$ cat src/rtl/fifo_pkg.sv
// Shared types and sizing for the FIFO: RAM geometry, pointer and occupancy-state types.
package fifo_pkg;
    localparam int MATRIX_SIZE = 16;
    localparam int DATA_W      = 8;
    localparam int ADDR_W      = $clog2(MATRIX_SIZE);

    typedef logic [DATA_W-1:0] data_t;
    typedef logic [ADDR_W-1:0] M_address_t;
    // One extra MSB so that equal low bits can be told apart as full vs empty.
    typedef logic [ADDR_W:0]   ptr_t;

    typedef enum logic [1:0] {EMPTY, PARTIAL, FULL} fifo_state_t;
endpackage

$ cat src/rtl/fifo_ptr.sv
// Wrap-around FIFO pointer: advances by one per accepted operation, MSB toggles on wrap.
module fifo_ptr
    import fifo_pkg::*;
(
    input  logic clk,
    input  logic rst,
    input  logic inc,
    output ptr_t ptr
);

    always_ff @(posedge clk) begin
        if (rst) begin
            ptr <= '0;
        end else if (inc) begin
            ptr <= ptr + ptr_t'(1);
        end
    end

endmodule

$ cat src/rtl/fifo_ctrl.sv
// FIFO pointer/flag controller: gates push/pop into RAM enables, tracks occupancy with a
// three-state FSM, and raises sticky overflow/underflow flags.
module fifo_ctrl
    import fifo_pkg::*;
#(
    parameter int DEPTH = MATRIX_SIZE,
    parameter int AW    = $clog2(DEPTH)
) (
    input  logic          clk,
    input  logic          rst,
    input  logic          push,
    input  logic          pop,
    output logic          wr_en,
    output logic          rd_en,
    output logic [AW-1:0] count_push,
    output logic [AW-1:0] count_pop,
    output logic          full,
    output logic          empty,
    output logic [AW:0]   usedw,
    output logic          data_valid,
    output logic          overflow,
    output logic          underflow,
    output fifo_state_t   state
);

    fifo_state_t state_next;
    logic [AW:0] usedw_next;
    ptr_t        wr_ptr;
    ptr_t        rd_ptr;

    // Flags come from the registered state, so the enables never depend on this cycle's ops.
    assign full  = (state == FULL);
    assign empty = (state == EMPTY);
    assign wr_en = push & ~full;
    assign rd_en = pop & ~empty;

    fifo_ptr u_wr_ptr (
        .clk (clk),
        .rst (rst),
        .inc (wr_en),
        .ptr (wr_ptr)
    );

    fifo_ptr u_rd_ptr (
        .clk (clk),
        .rst (rst),
        .inc (rd_en),
        .ptr (rd_ptr)
    );

    assign count_push = wr_ptr[AW-1:0];
    assign count_pop  = rd_ptr[AW-1:0];

    always_ff @(posedge clk) begin
        if (rst) begin
            state      <= EMPTY;
            usedw      <= '0;
            data_valid <= 1'b0;
            overflow   <= 1'b0;
            underflow  <= 1'b0;
        end else begin
            state      <= state_next;
            usedw      <= usedw_next;
            data_valid <= rd_en;
            overflow   <= overflow | (push & full);
            underflow  <= underflow | (pop & empty);
        end
    end

    always_comb begin
        state_next = state;
        usedw_next = usedw;
        if (wr_en && !rd_en) begin
            usedw_next = usedw + (AW+1)'(1);
        end else if (rd_en && !wr_en) begin
            usedw_next = usedw - (AW+1)'(1);
        end
        case (state)
            EMPTY: begin
                if (wr_en) begin
                    state_next = (DEPTH == 1) ? FULL : PARTIAL;
                end
            end
            PARTIAL: begin
                if (wr_en && !rd_en && usedw == (AW+1)'(DEPTH-1)) begin
                    state_next = FULL;
                end else if (rd_en && !wr_en && usedw == (AW+1)'(1)) begin
                    state_next = EMPTY;
                end
            end
            FULL: begin
                if (rd_en) begin
                    state_next = PARTIAL;
                end
            end
            default: state_next = EMPTY;
        endcase
    end

endmodule

$ cat config.mk
export PLATFORM = sky130hd
export DESIGN_NAME = fifo_ctrl
export DESIGN_NICKNAME = d
export VERILOG_FILES = /design/src/rtl/fifo_pkg.sv /design/src/rtl/fifo_ptr.sv /design/src/rtl/fifo_ctrl.sv
export SDC_FILE = /design/constraint.sdc
export NUM_CORES = 1
export LEC_CHECK = 0
export ABC_AREA = 1
export CAP_MARGIN = 25
export CELL_PAD_IN_SITES_DETAIL_PLACEMENT = 0
export CELL_PAD_IN_SITES_GLOBAL_PLACEMENT = 1
export CORE_MARGIN = 10
export CORE_UTILIZATION = 36
export CTS_CLUSTER_SIZE = 40
export DETAILED_ROUTE_END_ITERATION = 10
export PLACE_DENSITY = 0.82
export SETUP_SLACK_MARGIN = 0.3
export SLEW_MARGIN = 30
export SYNTH_ARGS = -nofsm -noshare
export SYNTH_HDL_FRONTEND = slang
export SYNTH_HIERARCHICAL = 1
export SYNTH_SLANG_ARGS = --single-unit
$ cat constraint.sdc
create_clock -name clk -period 4.45 [get_ports clk]
set_clock_uncertainty 0.1 [all_clocks]
set_input_delay 0.445 -clock clk [delete_from_list [all_inputs] [get_ports clk]]
set_output_delay 0.445 -clock clk [all_outputs]
set_load 0.01 [all_outputs]
Yosys cells after proc, flatten, opt, wreduce, memory -nomap -nowiden
Index checks and enable logic that the tools add are counted.
- register bits: 20
- input port bits: 4
- output and inout port bits: 22
- word-level logic and storage cells: 42
- add/subtract/negate cells: 4
- equality and inequality tests: 7
- multiplexer cells: 7
- bitwise gates (word level): 8
- reductions and logical operators: 9
- operator list (kind ; number):
    $add 5x1->5 const B ; 3
    $mux 5 ; 2
    $mux 2 ; 4
    $pmux 2 s3 ; 1
    $eq 5x1->1 const B ; 1
    $eq 5x4->1 const B ; 1
    $sub 5x1->5 const B ; 1
    $and 1x1->1 ; 4
    $logic_and 1x1->1 ; 4
    $ne 2x2->1 const B ; 2
    $ne 3x3->1 const B ; 1
    $reduce_and 3->1 ; 1
    $eq 2x1->1 const B ; 1
    $eq 2x2->1 const B ; 1
    $logic_not 1->1 ; 2
    $logic_not 2->1 ; 1
    $not 1->1 ; 2
    $or 1x1->1 ; 2
    $reduce_bool 2->1 ; 1

Depth between registers and ports, before layout
- word-level depth: 9
- mapped depth: 12

By module
The synthesis kept the hierarchy.
- by module, submodules not included (module ; times used ; cells each ; area each (µm²) ; seq. area each (µm²)):
    fifo_ctrl ; 1 ; 88 ; 604.3 ; 200.2
    fifo_ptr ; 2 ; 29 ; 214.0 ; 100.1

Least setup slack after synthesis
No wires, ideal clock.
- path type: register to register
- start point: register state[0]
- end point: register usedw[2]
- arrival time: 1.852 ns
- path slack: 2.379 ns
- stages on the path, launching flop included: 9
- path buffers: 0
- clock period less this slack: 2.071 ns
- cell sequence: dfxtp_1 nor2_1 nor2_1 inv_1 ha_1 nor2_1 nand2_1 o21ai_0 a21oi_1
- cells in the longest elaborated chain, start to end: 6
- elaborated cells on any way between the ends: 12
- RTL lines (item ; RTL line ; text):
    from (decl) ; fifo_ctrl.sv:23 ; output fifo_state_t state
    from (signal assigned) ; fifo_ctrl.sv:62 ; state <= state_next;
    $eq 2x2->1 * ; fifo_ctrl.sv:32 ; assign full = (state == FULL);
    net full ; fifo_ctrl.sv:17 ; output logic full,
    $not 1->1 * ; fifo_ctrl.sv:34 ; assign wr_en = push & ~full;
    $and 1x1->1 * ; fifo_ctrl.sv:34 ;
    net wr_en ; fifo_ctrl.sv:13 ; output logic wr_en,
    $logic_not 1->1 ; fifo_ctrl.sv:75 ; end else if (rd_en && !wr_en) begin
    $logic_and 1x1->1 ; fifo_ctrl.sv:75 ;
    $reduce_bool 2->1 (no source line) ; -- ;
    to (signal assigned) ; fifo_ctrl.sv:63 ; usedw <= usedw_next;
    to (decl) ; fifo_ctrl.sv:19 ; output logic [AW:0] usedw,
Mark *: on every way through the listed nets, which the timed path passes. The rest lies on a longest branch.
A chain may end at the register's enable or synchronous reset.

Worst setup path in the final report
- start point: input push
- end point: output wr_en
- cells in the longest elaborated chain, start to end: 1
- RTL lines (item ; RTL line ; text):
    from (decl) ; fifo_ctrl.sv:11 ; input logic push,
    $and 1x1->1 ; fifo_ctrl.sv:34 ;
    to (decl) ; fifo_ctrl.sv:13 ;
No other way between the ends.

==> impl_results.md <==
* Status: complete, no violations
* RSZ-0062 raised after global routing: false
* Syn nets at 144
* Critical path launch point type: input port
* Critical Path Slowest Stage Cell: clkdlybuf4s50_1
* Final period util at 57.81%
* Worst slew margin at 65.32%
* Vias/cell at 4.577
* Cell Area, Synth at 942.2 µm²
* Critical Path RT at 3900 ps
* Initial drt markers at 34
* Max cap viols at 0
* Clk_lat worst skew at 290 ps
* Clk slew on worst S/H paths at 100 ps
* Max frequency at 0.3887 GHz
* DP Wirelength at 1.637 mm
* Antenna Nets Post-Route at 0
* Die Height at 71.16 µm
* DR WL/cell at 11.07 µm
* Core area at 2477 µm²
* Placed cell area at 1219 µm²
* Setup TNS at 0 ps
* GR Overflow Total at 0
* CTS Buf Count at 3
* Drc violations at 0
* Worst slew pin tran at 518.3 ps
* H-tree depth at 1
* Initial antenna violation count at 0
* Num ports at 26
* Pleak at 0.0005290 µW
* Vias in the first global route at 761
* Syn avg cell area at 7.138 µm²
* Global-route wire length before repair at 3.470 mm
* Worst setup margin at 1878 ps
* Cell Pwr Density at 319.0 nW/µm²
* Area of the die at 5063 µm²
* Most frequent cells in the layout: nand2_1 (25), clkdlybuf4s50_1 (25), inv_1 (23), dfxtp_1 (18), nor2_1 (14)
* TritonCTS clock tree: yes
* Max Slew Vio Count at 0
* Worst Path Max Fanout at 9
* Share of layout cells above drive strength 1 at 8.805%
* Endpoints failing hold at 0
* Post CTS Setup Buffer Count at 0
* Buf/Inv on CP at 3
* Port buffer count at 25
* Crit path largest cell delay at 640 ps
* YS warnings at 6
* Cell mode on critical path: clkdlybuf4s50_1
* Clock root buffer: clkbuf_4
* Post-CTS sizing at 0
* Total Routing Usage GR at 8.233%
* Placement Setup Slack at 1862 ps
* Post-layout nets at 173
* Antenna cells at 0
* Synth Instances at 132
* Design Area, Final at 1241 µm²
* # clock sinks at 18
* # setup viols final at 0
* WHS at 357.4 ps
* DRT Pass-1 Iters at 4
* Vias at 865
* HP Class: reg2reg
* Critical Path AT at 2030 ps
* CTS Buffer Depth at 2
* Crit. End Element: output pin
* DRT Wirelength at 2.092 mm
* Hold_buf cts at 0
* Minimum clock period after layout at 2572 ps
* Crit path max-delay family: buffers and inverters
* Chip width at 71.16 µm
* CP Class: in2out
* Area growth, synth to finish at 31.74%
* Largest net degree at the start of global routing at 10
* Util after Layout at 50.10%
* Routability cong. at 0.7705
* Worst path cell trace: clkdlybuf4s50_1 -> inv_1 -> nor2_1 -> clkdlybuf4s50_1
* Worst vdd ir at 0.2183 mV
* Row cnt at 18
* Initial Util at 38.03%
-- tightest hold or removal path, cell delays in order (launching register included) --
cell	delay (ps)
dfxtp_1	320
inv_1	50
a21oi_1	50
-- sequential cells by signal (all words and copies together), names as in the netlist --
register and count:
underflow 1, u_wr_ptr/ptr 4, overflow 1, data_valid 1, state 2, usedw 5, u_rd_ptr/ptr 4
-- where the power goes --
part	internal, µW	total (µW)	switching (µW)
Clock	31.5	78.9	47.4
Combinational	60.7	125	64.3
Sequential	176	192	16.3
Total	268	396	128
-- stage by stage --
stage | cells | total power (µW)
final | 189 | 395.9
after global routing | 189 | 426.0
after floorplan | 132 | 268.9
after global placement | 186 | 318.5
after detailed placement | 186 | 321.9
after CTS | 189 | 402.3
-- routing by layer --
metal	wire length [µm]	GRT usage [%]
met1	917	9.449
met5	0	0
met3	214	5.579
met2	948	12.55
met4	12	1.290
-- worst paths after layout --
| kind | startpoint | to | slack, ps | cells past startpoint |
|---|---|---|---|---|
| max | push | wr_en | 1880 | 4 |
| min | overflow | overflow | 360 | 2 |
| min reg2reg | overflow | overflow | 360 | 2 |
| max reg2reg | state[0] | usedw[2] | 2330 | 8 |
-- final cells by class --
class	count	area [µm²]
Clock buffer	3	22.52
Fill cell	258	1236
Inverter	24	90.09
Multi-Input combinational cell	89	480.5
Sequential cell	18	360.3
Tap cell	30	37.54
Timing Repair Buffer	25	250.2
Note: power is estimated with default switching activity, not from simulation.
